### src/rtl/cgra_kernel_ctrl_if.sv
// rtl/cgra_kernel_ctrl_if.sv - host/PE/BRAM signal bundle for the CGRA kernel controller
interface cgra_kernel_ctrl_if #(
  parameter int NUM_CH     = 4,
  parameter int SYS_DWIDTH = 32,
  parameter int AWIDTH     = 16,
  parameter int BYTE_LEN   = 4
);
  logic                       Computation_Start;
  logic                       Computation_Done;
  logic                       Error;
  logic [NUM_CH*AWIDTH-1:0]   Cfg_Base;
  logic [NUM_CH*AWIDTH-1:0]   Cfg_Stride;
  logic [NUM_CH-1:0]          Cfg_Wr_Mask;
  logic                       PE_Array_Go;
  logic                       PE_Array_Busy;
  logic [NUM_CH-1:0]          Bram_En;
  logic [NUM_CH*BYTE_LEN-1:0] Bram_Wen;
  logic [NUM_CH*AWIDTH-1:0]   Bram_Addr;
  logic [SYS_DWIDTH-1:0]      Cycle_Count;

  modport master (
    output Computation_Start, Cfg_Base, Cfg_Stride, Cfg_Wr_Mask, PE_Array_Busy,
    input  Computation_Done, Error, PE_Array_Go, Bram_En, Bram_Wen, Bram_Addr, Cycle_Count
  );

  modport slave (
    input  Computation_Start, Cfg_Base, Cfg_Stride, Cfg_Wr_Mask, PE_Array_Busy,
    output Computation_Done, Error, PE_Array_Go, Bram_En, Bram_Wen, Bram_Addr, Cycle_Count
  );
endinterface

### src/rtl/cgra_kernel_ctrl.sv
// rtl/cgra_kernel_ctrl.sv - kernel launch FSM with per-channel strided BRAM address generation
module cgra_kernel_ctrl #(
  parameter int NUM_CH     = 4,
  parameter int SYS_DWIDTH = 32,
  parameter int AWIDTH     = 16,
  parameter int BYTE_LEN   = 4,
  parameter int TIMEOUT    = 1024
) (
  input logic               Clk,
  input logic               Rst,
  cgra_kernel_ctrl_if.slave bus
);
  localparam int TW = $clog2(TIMEOUT + 1);

  typedef enum logic [2:0] {S_IDLE, S_ARM, S_WAIT, S_RUN, S_DONE} state_e;

  state_e                     state_q, state_d;
  logic                       done_q, done_d;
  logic                       err_q, err_d;
  logic                       go_q, go_d;
  logic [NUM_CH-1:0]          en_q, en_d;
  logic [NUM_CH-1:0]          mask_q, mask_d;
  logic [NUM_CH*BYTE_LEN-1:0] wen_q, wen_d;
  logic [NUM_CH*AWIDTH-1:0]   addr_q, addr_d;
  logic [NUM_CH*AWIDTH-1:0]   cnt_q, cnt_d;
  logic [NUM_CH*AWIDTH-1:0]   stride_q, stride_d;
  logic [SYS_DWIDTH-1:0]      cyc_q, cyc_d;
  logic [TW-1:0]              tmo_q, tmo_d;

  always_ff @(posedge Clk) begin
    if (Rst) begin
      state_q  <= S_IDLE;
      done_q   <= 1'b0;
      err_q    <= 1'b0;
      go_q     <= 1'b0;
      en_q     <= '0;
      mask_q   <= '0;
      wen_q    <= '0;
      addr_q   <= '0;
      cnt_q    <= '0;
      stride_q <= '0;
      cyc_q    <= '0;
      tmo_q    <= '0;
    end else begin
      state_q  <= state_d;
      done_q   <= done_d;
      err_q    <= err_d;
      go_q     <= go_d;
      en_q     <= en_d;
      mask_q   <= mask_d;
      wen_q    <= wen_d;
      addr_q   <= addr_d;
      cnt_q    <= cnt_d;
      stride_q <= stride_d;
      cyc_q    <= cyc_d;
      tmo_q    <= tmo_d;
    end
  end

  always_comb begin
    state_d  = state_q;
    done_d   = done_q;
    err_d    = err_q;
    go_d     = 1'b0;
    en_d     = en_q;
    mask_d   = mask_q;
    wen_d    = wen_q;
    addr_d   = addr_q;
    cnt_d    = cnt_q;
    stride_d = stride_q;
    cyc_d    = cyc_q;
    tmo_d    = tmo_q;
    case (state_q)
      S_IDLE: begin
        // Base goes straight into the address counters; only stride and mask need shadowing.
        if (bus.Computation_Start) begin
          stride_d = bus.Cfg_Stride;
          mask_d   = bus.Cfg_Wr_Mask;
          cnt_d    = bus.Cfg_Base;
          err_d    = 1'b0;
          cyc_d    = '0;
          go_d     = 1'b1;
          state_d  = S_ARM;
        end
      end
      S_ARM: begin
        tmo_d   = '0;
        state_d = S_WAIT;
      end
      S_WAIT: begin
        if (bus.PE_Array_Busy) begin
          state_d = S_RUN;
        end else begin
          tmo_d = tmo_q + TW'(1);
          if (tmo_q == TW'(TIMEOUT - 1)) begin
            err_d   = 1'b1;
            done_d  = 1'b1;
            state_d = S_DONE;
          end
        end
      end
      S_RUN: begin
        if (bus.PE_Array_Busy) begin
          en_d   = '1;
          addr_d = cnt_q;
          for (int i = 0; i < NUM_CH; i++) begin
            wen_d[i*BYTE_LEN +: BYTE_LEN] = {BYTE_LEN{mask_q[i]}};
            cnt_d[i*AWIDTH +: AWIDTH]     = cnt_q[i*AWIDTH +: AWIDTH] + stride_q[i*AWIDTH +: AWIDTH];
          end
          if (cyc_q != '1) cyc_d = cyc_q + 1'b1;
        end else begin
          en_d    = '0;
          wen_d   = '0;
          done_d  = 1'b1;
          state_d = S_DONE;
        end
      end
      S_DONE: begin
        if (!bus.Computation_Start) begin
          done_d  = 1'b0;
          state_d = S_IDLE;
        end
      end
      default: state_d = S_IDLE;
    endcase
  end

  assign bus.Computation_Done = done_q;
  assign bus.Error            = err_q;
  assign bus.PE_Array_Go      = go_q;
  assign bus.Bram_En          = en_q;
  assign bus.Bram_Wen         = wen_q;
  assign bus.Bram_Addr        = addr_q;
  assign bus.Cycle_Count      = cyc_q;
endmodule

### src/flat_wrapper.sv
// flat-port wrapper written by rule: the top's interface ports become plain ports
module cgra_kernel_ctrl_flat 
#(
  parameter int NUM_CH     = 4,
  parameter int SYS_DWIDTH = 32,
  parameter int AWIDTH     = 16,
  parameter int BYTE_LEN   = 4,
  parameter int TIMEOUT    = 1024
)
  (Clk, Rst, bus_Computation_Start, bus_Cfg_Base, bus_Cfg_Stride, bus_Cfg_Wr_Mask, bus_PE_Array_Busy, bus_Computation_Done, bus_Error, bus_PE_Array_Go, bus_Bram_En, bus_Bram_Wen, bus_Bram_Addr, bus_Cycle_Count);
  cgra_kernel_ctrl_if #(.NUM_CH(NUM_CH), .SYS_DWIDTH(SYS_DWIDTH), .AWIDTH(AWIDTH), .BYTE_LEN(BYTE_LEN)) bus_i ();
  input logic Clk;
  input logic Rst;
  input wire logic [$bits(bus_i.Computation_Start)-1:0] bus_Computation_Start;
  input wire logic [$bits(bus_i.Cfg_Base)-1:0] bus_Cfg_Base;
  input wire logic [$bits(bus_i.Cfg_Stride)-1:0] bus_Cfg_Stride;
  input wire logic [$bits(bus_i.Cfg_Wr_Mask)-1:0] bus_Cfg_Wr_Mask;
  input wire logic [$bits(bus_i.PE_Array_Busy)-1:0] bus_PE_Array_Busy;
  output wire logic [$bits(bus_i.Computation_Done)-1:0] bus_Computation_Done;
  output wire logic [$bits(bus_i.Error)-1:0] bus_Error;
  output wire logic [$bits(bus_i.PE_Array_Go)-1:0] bus_PE_Array_Go;
  output wire logic [$bits(bus_i.Bram_En)-1:0] bus_Bram_En;
  output wire logic [$bits(bus_i.Bram_Wen)-1:0] bus_Bram_Wen;
  output wire logic [$bits(bus_i.Bram_Addr)-1:0] bus_Bram_Addr;
  output wire logic [$bits(bus_i.Cycle_Count)-1:0] bus_Cycle_Count;
  assign bus_i.Computation_Start = bus_Computation_Start;
  assign bus_i.Cfg_Base = bus_Cfg_Base;
  assign bus_i.Cfg_Stride = bus_Cfg_Stride;
  assign bus_i.Cfg_Wr_Mask = bus_Cfg_Wr_Mask;
  assign bus_i.PE_Array_Busy = bus_PE_Array_Busy;
  assign bus_Computation_Done = bus_i.Computation_Done;
  assign bus_Error = bus_i.Error;
  assign bus_PE_Array_Go = bus_i.PE_Array_Go;
  assign bus_Bram_En = bus_i.Bram_En;
  assign bus_Bram_Wen = bus_i.Bram_Wen;
  assign bus_Bram_Addr = bus_i.Bram_Addr;
  assign bus_Cycle_Count = bus_i.Cycle_Count;
  cgra_kernel_ctrl #(.NUM_CH(NUM_CH), .SYS_DWIDTH(SYS_DWIDTH), .AWIDTH(AWIDTH), .BYTE_LEN(BYTE_LEN), .TIMEOUT(TIMEOUT)) u_core (.Clk(Clk), .Rst(Rst), .bus(bus_i));
endmodule
### config.mk
export PLATFORM = sky130hd
export DESIGN_NAME = cgra_kernel_ctrl_flat
export DESIGN_NICKNAME = d
export VERILOG_FILES = /design/src/rtl/cgra_kernel_ctrl_if.sv /design/src/rtl/cgra_kernel_ctrl.sv /design/src/flat_wrapper.sv
export SDC_FILE = /design/constraint.sdc
export NUM_CORES = 1
export LEC_CHECK = 0
export ABC_AREA = 1
export CAP_MARGIN = 25
export CORE_UTILIZATION = 55
export CTS_CLUSTER_SIZE = 8
export DETAILED_ROUTE_END_ITERATION = 12
export HOLD_SLACK_MARGIN = 0.15
export PLACE_DENSITY = 0.83
export SETUP_SLACK_MARGIN = 0.1
export SYNTH_ARGS = -nofsm -noshare
export SYNTH_HDL_FRONTEND = slang
export SYNTH_SLANG_ARGS = --single-unit
export TNS_END_PERCENT = 10
### constraint.sdc
create_clock -name Clk -period 2.6 [get_ports Clk]
set_input_delay 0.26 -clock Clk [delete_from_list [all_inputs] [get_ports Clk]]
set_output_delay 0.26 -clock Clk [all_outputs]
set_load 0.03 [all_outputs]
==> impl_metrics.ini <==
[sta]
final.setup.tns_ns = 0
hold_viol_final = 0
finClkSkew_ns = 0.0241
tightest_slew_ns = 0.982
drv_slew = 0
holdWs_ns = 0.200
setup_viol = 0
min_period_ns = 2.00
finalCritPeriodShare_pct = 76.7
max_freq_mhz = 501
slew_headroom_pct = 34.5
grt_setup_unrepaired = false

[place]
dp_hpwl_um = 29100
io_buffers = 254
placed_cell_area_um2 = 16500
place_inst = 2559
gp_congestion = 0.936

[route]
drt_wl_total_um = 41700
routedWlPerCell_um = 16.0
drtAntennaViolNets = 0
viasPerCell = 5.46
drt_iter0_markers = 1107
drc = 0
drt-pass1-iter-count = 5
dr_total_vias = 14200

[global_routing]
grt_pass1_wl_um = 66900
antenna_found_initial = 3
grt_usage_pct = 31.6
grt_pass1_vias = 13600
grt_overflow = 0
grt_max_degree = 80

[worst_setup_path]
critPathBufInv = 0
crit_fanout = 28
cp_cell_sequence = ha_1 -> nand2_1 -> nor2_2 -> nand2_2 -> nor2_4 -> nand2_1 -> nand2_2 -> nand2_2 -> nand2_4 -> nand2_1 -> a21oi_1
critical_path.slowest_cell = dfxtp_1
worstSetupStartpointType = register
crit_arrival_ns = 2.40
cp.required_ns = 3.00
r2r_slack_ns = 0.60
worst_path_largest_cell_delay_ns = 0.39
cpLargestDelayFamily = simple AND/OR/NAND/NOR gates
end_kind = register
crit_type = register to register

[die]
core_area_um2 = 24600
dieHeight_um = 161
start_util_pct = 56.6
rows = 57
die-area_um2 = 26000
die_w_um = 161
io_pins = 255

[status]
status = completed

[logic_synthesis]
synth.net_count = 2269
yosysWarnings = 0
seq_area_frac_synth_pct = 35.9
syn_inst = 2067
avgSynthCellArea_um2 = 6.74
synth.cell_area_um2 = 13900
synth_seq_cells = 250
ys_types = 39

[job]
maxCapViolations = 0

[power_and_ir_drop]
power.density_nw_per_um2 = 737
ir_drop_mv = 0.445
leakage_nw = 7.39

[cells_and_area]
drive_gt1_share_pct = 4.96
syn2layout_area_growth_pct = 25.8
fin_nets = 2476
final_cell_area_um2 = 17500
post_layout_nonfiller_instances = 2601

[clock_tree]
cts_hold_buf = 0
htreeDepth = 2
post_cts_buffers = 0
cts_buffer_depth = 3
root_buffer = clkbuf_16
clock_sinks = 250
cts_resized = 0
cts.clk_slew.worst_paths_ns = 0.05
cts_made_buffers = 37
clk_latency_ns = 0.51
cts_tree = built

[min_path]
hold_class = input pin to register
[worst register-to-register path: cells and delay by family (launching register included)]
kind | cells | cell delay, ns
and+or+nand+nor | 9 | 1.15
DFF | 1 | 0.39
adders and majority gates | 1 | 0.20
AOI/OAI and AO/OA | 1 | 0.17
[cells in the mapped netlist]
cell,count,share of area [%]
nand2_1,646,17
dfxtp_1,250,36
a21oi_1,210,7.5
inv_1,192,5.2
nor2_1,180,4.8
nand3_1,169,6.1
a22o_1,65,4.1
ha_1,62,5.6
clkbuf_1,47,1.3
o21ai_0,45,1.6
buf_2,32,1.1
xor2_1,24,1.5
buf_4,17,0.92
nor3_1,17,0.61
xnor2_1,17,1.1
a31oi_1,13,0.58
inv_2,8,0.22
nand2_2,8,0.36
or2_2,8,0.36
a21oi_2,7,0.44
nand4_1,6,0.27
nor2_2,6,0.27
buf_6,5,0.40
buf_1,4,0.11
fa_1,4,0.57
nand3_2,4,0.29
nand3b_1,4,0.22
nor2_4,4,0.32
and2_1,2,0.090
and3_1,2,0.090
a21oi_4,1,0.12
nand2_4,1,0.081
nand3_4,1,0.13
nor3_2,1,0.072
o2111ai_1,1,0.063
o21a_1,1,0.054
o21ai_2,1,0.063
o21bai_1,1,0.054
or2_4,1,0.063
[final timing paths]
kind                                                                from                                       end  cells past startpoint
worst max-delay path              u_core.bus.Cycle_Count[0]$_SDFFE_PP0P_   u_core.bus.Cycle_Count[13]$_SDFFE_PP0P_                     11
worst min-delay path                                                 Rst    u_core.bus.Cycle_Count[0]$_SDFFE_PP0P_                      4
worst max register to register    u_core.bus.Cycle_Count[0]$_SDFFE_PP0P_   u_core.bus.Cycle_Count[13]$_SDFFE_PP0P_                     11
worst min register to register  u_core.bus.Computation_Done$_SDFFE_PP0P_  u_core.bus.Computation_Done$_SDFFE_PP0P_                      2
[cell usage in the layout (no fill, tap or decap), drive strengths merged, types with 17 or more instances in the layout]
cell	count
clkdlybuf4s50	252
clkbuf	39
nand3	174
xor2	24
a21oi	218
nor2	190
inv	201
o21ai	46
a22o	65
nor3	18
buf	21
dfxtp	250
nand2	655
xnor2	17
ha	62
[cell families (layout without fill, tap and decap cells)]
kind of cell               Yosys count  after routing  synth area share, %
AOI/OAI and AO/OA                  345            345                 14.6
xor gates and xnor gates            41             41                 2.58
adders and majority gates           66             66                 6.14
buffers and inverters              305            514                 9.23
DFF                                250            250                 35.9
other                                0              1                    0
and+or+nand+nor                   1060           1060                 31.5
[power by group]
part / internal (W) / switching [W] / leakage, nW
clock: 0.00262 / 0.00165 / 0.489
sequential: 0.00433 / 0.000438 / 2.04
combinational: 0.00144 / 0.00244 / 4.86
[final cells by class]
cell class / count / area, um^2
inverters: 200 / 756
clock inverters: 2 / 17.5
multi-input cells: 1512 / 7650
well taps: 324 / 405
repair buffers: 273 / 2720
fillers: 2075 / 7080
diodes: 1 / 2.50
flip-flops and latches: 250 / 5000
clock buffers: 39 / 976
[state kept, by name, indices dropped and copies added (netlist names)]
signal                       cells
u_core.tmo_q                    11
u_core.bus.Computation_Done      1
u_core.bus.Error                 1
u_core.cnt_q                    64
u_core.mask_q                    4
u_core.bus.Cycle_Count          32
u_core.bus.Bram_Addr            64
u_core.stride_q                 64
u_core.bus.Bram_Wen              4
u_core.bus.PE_Array_Go           1
u_core.bus.Bram_En               1
u_core.state_q                   3
[stage by stage]
step | worst slack, ns | total power, W | util (%)
6_report | 0.605 | 0.0129 | 71.2
3_5_place_dp | 0.584 | 0.00863 | 67.2
5_1_grt | 0.446 | 0.0136 | 71.2
2_1_floorplan | 0.685 | 0.00758 | -
4_1_cts | 0.622 | 0.0129 | 71.2
3_3_place_gp | 0.619 | 0.00851 | 67.2
[routing by layer]
metal / track usage, % / share of wire (%)
met5: 0 / 0.065
met3: 5.42 / 6.9
met1: 38.9 / 42
met2: 54.8 / 48
met4: 12.0 / 3.0
Power figures use the tool's default switching activity.
